--- config.mk ---
export PLATFORM = sky130hd
export DESIGN_NAME = regfile_bank
export DESIGN_NICKNAME = d
export VERILOG_FILES = /design/src/rtl/regfile_pkg.sv /design/src/rtl/regfile_wr_decoder.sv /design/src/rtl/regfile_bank.sv
export SDC_FILE = /design/constraint.sdc
export NUM_CORES = 2
export LEC_CHECK = 0
export CORE_MARGIN = 2
export CORE_UTILIZATION = 45
export CTS_CLUSTER_SIZE = 25
export DETAILED_ROUTE_END_ITERATION = 12
export PLACE_DENSITY = 0.6
export SLEW_MARGIN = 20
export SYNTH_ARGS = -nofsm -noshare
export SYNTH_HDL_FRONTEND = slang
export SYNTH_SLANG_ARGS = --single-unit
--- constraint.sdc ---
create_clock -name i_clk -period 3.9 [get_ports i_clk]
set_clock_uncertainty 0.2 [all_clocks]
set_input_delay 0.78 -clock i_clk [delete_from_list [all_inputs] [get_ports i_clk]]
set_output_delay 0.78 -clock i_clk [all_outputs]
set_load 0.05 [all_outputs]
--- src/rtl/regfile_pkg.sv ---
// regfile_pkg: shared state encoding and index constants for the integer register file
package regfile_pkg;
  typedef enum logic [1:0] {RF_IDLE, RF_CLEAR, RF_DONE} rf_state_e;
  localparam int RF_NUM_REGS = 32;
  localparam int RF_ADDR_W   = 5;
  localparam int RF_IDX_ZERO = 0;
  localparam int RF_IDX_SP   = 2;
  localparam int RF_IDX_LAST = 31;
endpackage

--- src/rtl/regfile_wr_decoder.sv ---
// regfile_wr_decoder: enabled 5-to-32 one-hot write-select decoder, x0 never selected
module regfile_wr_decoder import regfile_pkg::*; (
  input  logic [RF_ADDR_W-1:0]   sel_i,
  input  logic                   en_i,
  output logic [RF_NUM_REGS-1:0] onehot_o
);
  logic [RF_NUM_REGS-1:0] one_hot;
  assign one_hot  = {{(RF_NUM_REGS-1){1'b0}}, 1'b1} << sel_i;
  assign onehot_o = en_i ? {one_hot[RF_NUM_REGS-1:1], 1'b0} : '0;
endmodule

--- src/rtl/regfile_bank.sv ---
// regfile_bank: x0..x31 register file, 1 write / 2 read ports, sequential clear engine.
// Define REGFILE_BYPASS_EN to forward same-cycle write data onto the read ports.
module regfile_bank import regfile_pkg::*; #(
  parameter int                DATA_W  = 32,
  parameter logic [DATA_W-1:0] SP_INIT = 32'h0000_2000
) (
  input  logic                 i_clk,
  input  logic                 i_rst_n,
  input  logic [RF_ADDR_W-1:0] i_rs1_addr,
  input  logic [RF_ADDR_W-1:0] i_rs2_addr,
  input  logic [RF_ADDR_W-1:0] i_rd_addr,
  input  logic                 i_rd_wren,
  input  logic [DATA_W-1:0]    i_rd_data,
  input  logic                 i_clr_req,
  output logic [DATA_W-1:0]    o_rs1_data,
  output logic [DATA_W-1:0]    o_rs2_data,
  output logic                 o_clr_busy,
  output logic                 o_clr_done
);
  logic [DATA_W-1:0]      regs_q [RF_NUM_REGS];
  rf_state_e              state_q, state_d;
  logic [RF_ADDR_W-1:0]   clr_ptr_q, clr_ptr_d;
  logic                   clearing, wr_ok, fwd1, fwd2;
  logic [RF_ADDR_W-1:0]   wr_addr;
  logic [DATA_W-1:0]      wr_data;
  logic [RF_NUM_REGS-1:0] wr_sel;
  assign clearing = state_q == RF_CLEAR;
  assign wr_ok    = i_rd_wren && state_q == RF_IDLE;
  // The clear engine borrows the single write port while it walks x1..x31
  assign wr_addr  = clearing ? clr_ptr_q : i_rd_addr;
  assign wr_data  = !clearing ? i_rd_data :
                    (clr_ptr_q == RF_ADDR_W'(RF_IDX_SP)) ? SP_INIT : '0;
  regfile_wr_decoder u_dec (
    .sel_i    (wr_addr),
    .en_i     (clearing || wr_ok),
    .onehot_o (wr_sel)
  );
  always_comb begin
    state_d   = state_q;
    clr_ptr_d = clr_ptr_q;
    unique case (state_q)
      RF_IDLE: begin
        state_d   = i_clr_req ? RF_CLEAR : RF_IDLE;
        clr_ptr_d = RF_ADDR_W'(1);
      end
      RF_CLEAR: begin
        state_d   = (clr_ptr_q == RF_ADDR_W'(RF_IDX_LAST)) ? RF_DONE : RF_CLEAR;
        clr_ptr_d = (clr_ptr_q == RF_ADDR_W'(RF_IDX_LAST)) ? clr_ptr_q : clr_ptr_q + 1'b1;
      end
      RF_DONE: begin
        state_d   = RF_IDLE;
        clr_ptr_d = RF_ADDR_W'(1);
      end
      default: begin
        state_d   = RF_IDLE;
        clr_ptr_d = RF_ADDR_W'(1);
      end
    endcase
  end
  always_ff @(posedge i_clk or negedge i_rst_n) begin
    if (!i_rst_n) begin
      state_q   <= RF_IDLE;
      clr_ptr_q <= RF_ADDR_W'(1);
      for (int i = 0; i < RF_NUM_REGS; i++) regs_q[i] <= (i == RF_IDX_SP) ? SP_INIT : '0;
    end else begin
      state_q   <= state_d;
      clr_ptr_q <= clr_ptr_d;
      for (int i = 0; i < RF_NUM_REGS; i++) if (wr_sel[i]) regs_q[i] <= wr_data;
    end
  end
`ifdef REGFILE_BYPASS_EN
  assign fwd1 = wr_ok && i_rd_addr != RF_ADDR_W'(RF_IDX_ZERO) && i_rd_addr == i_rs1_addr;
  assign fwd2 = wr_ok && i_rd_addr != RF_ADDR_W'(RF_IDX_ZERO) && i_rd_addr == i_rs2_addr;
`else
  assign fwd1 = 1'b0;
  assign fwd2 = 1'b0;
`endif
  assign o_rs1_data = fwd1 ? i_rd_data :
                      (i_rs1_addr == RF_ADDR_W'(RF_IDX_ZERO)) ? '0 : regs_q[i_rs1_addr];
  assign o_rs2_data = fwd2 ? i_rd_data :
                      (i_rs2_addr == RF_ADDR_W'(RF_IDX_ZERO)) ? '0 : regs_q[i_rs2_addr];
  assign o_clr_busy = state_q != RF_IDLE;
  assign o_clr_done = state_q == RF_DONE;
endmodule

== Word level (Yosys, flattened, before mapping) ==
Cells that the tools add are included.
Cells by class
  $add $sub $neg: 1
  order comparisons: 2
  mux-type cells: 17
  reduce and logical (&&, ||, !) cells: 6
  shifts and indexed selects: 1
  equal/unequal tests: 5
  bitwise logic cells: 2
Operator list (number)
  32-bit binary-select mux with 5-bit select: 2
  32-bit two-way mux: 8
  1-bit by 5-bit << shifter with 32-bit output, first input constant: 1
  5-bit two-way mux: 3
  14-bit two-way mux: 1
  6-bit greater-or-equal comparator, second input constant: 2
  5-bit NOT with 6-bit output: 2
  5-bit zero test: 2
  5-bit by 1-bit adder with 5-bit output, second input constant: 1
  5-bit by 2-bit equality test with 1-bit output, second input constant: 1
  5-bit equality test, second input constant: 1
  2-bit one-hot mux with 2 select lines: 1
  2-bit by 1-bit equality test with 1-bit output, second input constant: 1
  2-bit equality test, second input constant: 1
  2-bit zero test: 1
  2-bit two-way mux: 1
  2-bit != test, second input constant: 1
  2-bit nonzero test: 1
  1-bit logical AND: 1
  1-bit logical OR: 1
  1-bit two-way mux: 1
Storage, ports and cells
  bits in registers: 1031
  word-level logic and storage cells: 68
  input bits: 51

== Logic depth before layout (Yosys ltp) ==
  word-level depth: 5
  mapped depth: 9
  depth with buffers taken out: 6

== Hierarchy ==
A second synthesis with hierarchy kept.
Unflattened totals
  cells, all modules: 3665
  area, all modules: 54916.4 µm²
Modules (own cells, without submodules)
  regfile_bank: sequential area each 25802.2 µm², area each 54672.4 µm², cells an instance 3617, instances 1
  regfile_wr_decoder: sequential area each 0.0 µm², area each 244.0 µm², cells an instance 48, instances 1

== Worst setup path before layout ==
OpenSTA, ideal clock, no wires.
  path kind: input-to-output
  start point: in i_rs1_addr[0]
  end point: out o_rs1_data[31]
  arrival time: 3.667 ns
  path buffers: 4
  path slack: -0.747 ns
  stages: 8
  path through: clkbuf_1 -> clkbuf_1 -> buf_2 -> buf_2 -> mux2i_1 -> o22ai_1 -> nor3_1 -> nor4b_1
On the way
  word-level cells in the longest chain between the ends: 5
  elaborated cells between the ends (all ways): 6
  classes of those cells: mux: 4; bitwise: 1; reduce/logical: 1
RTL lines
  start, declared: line regfile_bank.sv:9  | input logic [RF_ADDR_W-1:0] i_rs1_addr,
  5-bit NOT with 6-bit output (not written as such): line regfile_bank.sv:79  | (i_rs1_addr == RF_ADDR_W'(RF_IDX_ZERO)) ? '0 : regs_q[i_rs1_addr];
  32-bit binary-select mux with 5-bit select: line regfile_bank.sv:79
  32-bit two-way mux (not written as such) (2 in series): line regfile_bank.sv:79
  32-bit two-way mux (*): line regfile_bank.sv:79
  end, declared: line regfile_bank.sv:15  | output logic [DATA_W-1:0] o_rs1_data,
Every way passes the cells marked *; elsewhere a longest branch is shown, timed or not. The select of a mux whose other input is x is not followed.

== Worst setup path in the final report ==
  start point: in i_rs1_addr[1]
  end point: out o_rs1_data[2]
Same word-level chain as after synthesis.

==> flow_metrics.tcl <==
set metrics [dict create \
    grt_max_degree 110 \
    drc 0 \
    worstMarginPinSlew_ns 0.9190 \
    root_buffer "clkbuf_16" \
    critPathKind "primary input to primary output" \
    syn_area_per_cell_um2 13.15 \
    ant_nets 0 \
    io_buffers 116 \
    vias 37940 \
    clock_path_buffers 3 \
    yosysSeqAreaShare_pct 45.79 \
    setup_tns_ns 0 \
    gr-usage-all-layers_pct 28.43 \
    hpwl_um 109700 \
    cp-start-kind "primary input" \
    synthTopCellsByArea "dfrtp_1, mux2_2, mux2i_1, mux4_2, o22ai_1" \
    clkLatencyLatePin_ns 0.71 \
    synth_top_cell_area_share_pct 45.69 \
    grt_pass1_vias 38430 \
    ys_seq_elements 999 \
    min_to "regs_q[869]" \
    rr_endpoint "regs_q[311]" \
    via_per_inst 6.344 \
    rows 127 \
    reg2reg_slack_ns 0.77 \
    rsz0062_at_grt "false" \
    p_total_uw 38730 \
    cts_inserted_buffers 113 \
    post-route-min-period_ns 3.854 \
    status "finished clean" \
    p_seq_share_pct 39.7 \
    die_area_mm2 0.1241 \
    syn-num-nets 4206 \
    synth_cells 4152 \
    hold_path.startpoint "regs_q[869]" \
    power_density_mw_per_mm2 595.1 \
    place.gp.congestion 0.8404 \
    fin_cells 5981 \
    cts_max_level 3 \
    synth_top_cell_by_area "dfrtp_1" \
    worstReg2RegStart "state_q[1]" \
    finalMaxSlewViolations 0 \
    die_x_um 352.3 \
    cp-end-kind "primary output" \
    synth_most_common_cell "dfrtp_1" \
    dieHeight_um 352.3 \
    ys_warn_count 0 \
    antenna_found_initial 0 \
    drv_cap 0 \
    clockPowerShare_pct 28.1 \
    p_comb_share_pct 32.3 \
    cts_tree "yes" \
    wl_um 179100 \
    clk_transition_reported_paths_ns 0.06 \
    start_util_pct 45.45 \
    hold_depth 1 \
    syn_to_final_growth_pct 19.19 \
    crit_fanout 19 \
    drt-pass1-iter-count 5 \
    core_area_mm2 0.1201 \
    final_util_pct 54.17 \
    ys_async_sr_fraction_pct 100.0 \
    globalRoute.totalOverflow 0 \
    power.internal_uw 25990 \
    crit_arrival_ns 2.87 \
    dpl.cell_count 5758 \
    fin_crit_sh_pct 98.83 \
    synth_ff_type "dfrtp_1" \
    synth_edf_count 0 \
    r2r_cells 6 \
    required_ns 2.92 \
    hold_violations 0 \
    ys_types 53 \
    drive_gt1_share_pct 44.55 \
    grt_pass1_wl_um 265300 \
    switching_power_uw 12740 \
    swShare_pct 32.89 \
    ir_drop_uv 454.1 \
    fmax_mhz 259.4 \
    wire_per_inst_um 29.95 \
    synth_area_mm2 0.05460 \
    hp-class "register to register" \
    cts.sinks 999 \
    p_leak_uw 0.03091 \
    nNetsFinal 4327 \
    ios 117 \
    slew_headroom_pct 38.73 \
    drt_iter0_markers 3238 \
    synth_top_cells_by_count "dfrtp_1, mux2_2, mux2i_1, o22ai_1, clkbuf_1" \
    finalSetupViolCount 0 \
]
critical path, stage by stage:
cell and delay, ns:
buf_6 0.20, nor2b_4 0.22, buf_4 0.38, a221oi_1 0.16, or3_1 0.41, a211oi_4 0.37, buf_4 0.18, buf_12 0.12
final cells by class:
cell class / instances / area, um2
well taps: 1612 / 2017
fillers: 10050 / 55050
diodes: 3 / 7.507
clock buffers: 167 / 3337
flip-flops and latches: 999 / 25000
repair buffers: 447 / 5673
clock inverters: 41 / 421.7
inverters: 6 / 22.52
multi-input cells: 2706 / 28600
sequential cells by signal, indices dropped and copies added, names as in the netlist:
signal	count
state_q	2
regs_q	992
clr_ptr_q	5
metrics by stage:
step           worst slack (ns)  area (um2)  hold WS [ns]
6_report                0.04562       65080        0.3068
4_1_cts                 0.09348       65060        0.3120
2_1_floorplan          -0.06205       55240        0.2710
5_1_grt                 0.03897       65070        0.3315
3_5_place_dp            -0.2155       61020        0.2979
3_3_place_gp            -0.2004       61020        0.2895
worst max path at each step:
stage,slack (ns),to,startpoint,cells past startpoint
6_report,0.05,o_rs1_data[2],i_rs1_addr[1],8
5_1_grt,0.04,o_rs1_data[2],i_rs1_addr[1],8
4_1_cts,0.09,o_rs1_data[2],i_rs1_addr[1],8
3_5_place_dp,-0.22,o_rs1_data[25],i_rs1_addr[4],8
3_3_place_gp,-0.20,o_rs1_data[25],i_rs1_addr[4],8
2_1_floorplan,-0.06,o_rs1_data[31],i_rs1_addr[0],8
power groups by stage:
stage / clock network [uW] / registers, uW / logic (uW)
final: 10900 / 15400 / 12500
after global routing: 11400 / 15700 / 13200
after CTS: 11100 / 15300 / 12500
after global placement: 0 / 15300 / 12300
after detailed placement: 0 / 15400 / 12400
after floorplan: 0 / 14700 / 8610
repair_timing:
action                     in CTS  in global routing
setup endpoints to repair      30                  1
pin swaps                       3                  0
resized for setup              17                  1
hold buffers                    1                  0
setup buffers                   7                  0
gates cloned                    4                  0
hold endpoints to repair       35                  0
per-layer routing:
metal | global-route usage, % | up-vias | share of wire [%] | routed length, um
li1 | - | 16120 | - | -
met3 | 4.041 | 333 | 5.8 | 10400
met1 | 39.21 | 20130 | 43 | 77530
met4 | 9.692 | 0 | 3.6 | 6465
met2 | 46.04 | 1367 | 47 | 84750
met5 | 0 | - | 0 | 0
cell usage in the layout, fill, tap and decap left out, types with 5 or more instances in the layout:
master and n:
dfrtp_1 997, a221oi_1 31, nand3_4 12, a221o_1 32, a21oi_1 33, a211oi_1 32
and2_1 31, nor3_1 127, a31o_2 5, o22ai_1 287, nor2_1 8, mux4_2 128
a22oi_1 64, clkdlybuf4s50_1 43, nor2b_1 35, clkbuf_1 29, mux2_4 108, nor4_4 34
mux2_2 985, mux2i_1 580, inv_1 6, buf_4 223, clkbuf_16 118, or3_4 5
bufinv_16 8, buf_12 167, a211oi_2 27, nor2b_4 6, nand2_1 7, clkbuf_8 20
clkinv_2 30, mux2_1 27, or3_1 27
logic make-up (layout without fill, tap and decap cells):
family | after synthesis | after routing | share of synthesized area [%]
AO/OA/AOI/OAI | 522 | 522 | 6.616
AND/OR/NAND/NOR | 345 | 346 | 3.889
flip-flops | 999 | 999 | 45.79
XOR/XNOR | 3 | 3 | 0.04813
adder cells (fa/ha/maj) | 3 | 3 | 0.06875
other | 0 | 3 | 0
buffers and inverters | 448 | 661 | 3.719
multiplexers | 1832 | 1832 | 39.87
(Power assumes the default switching activity.)
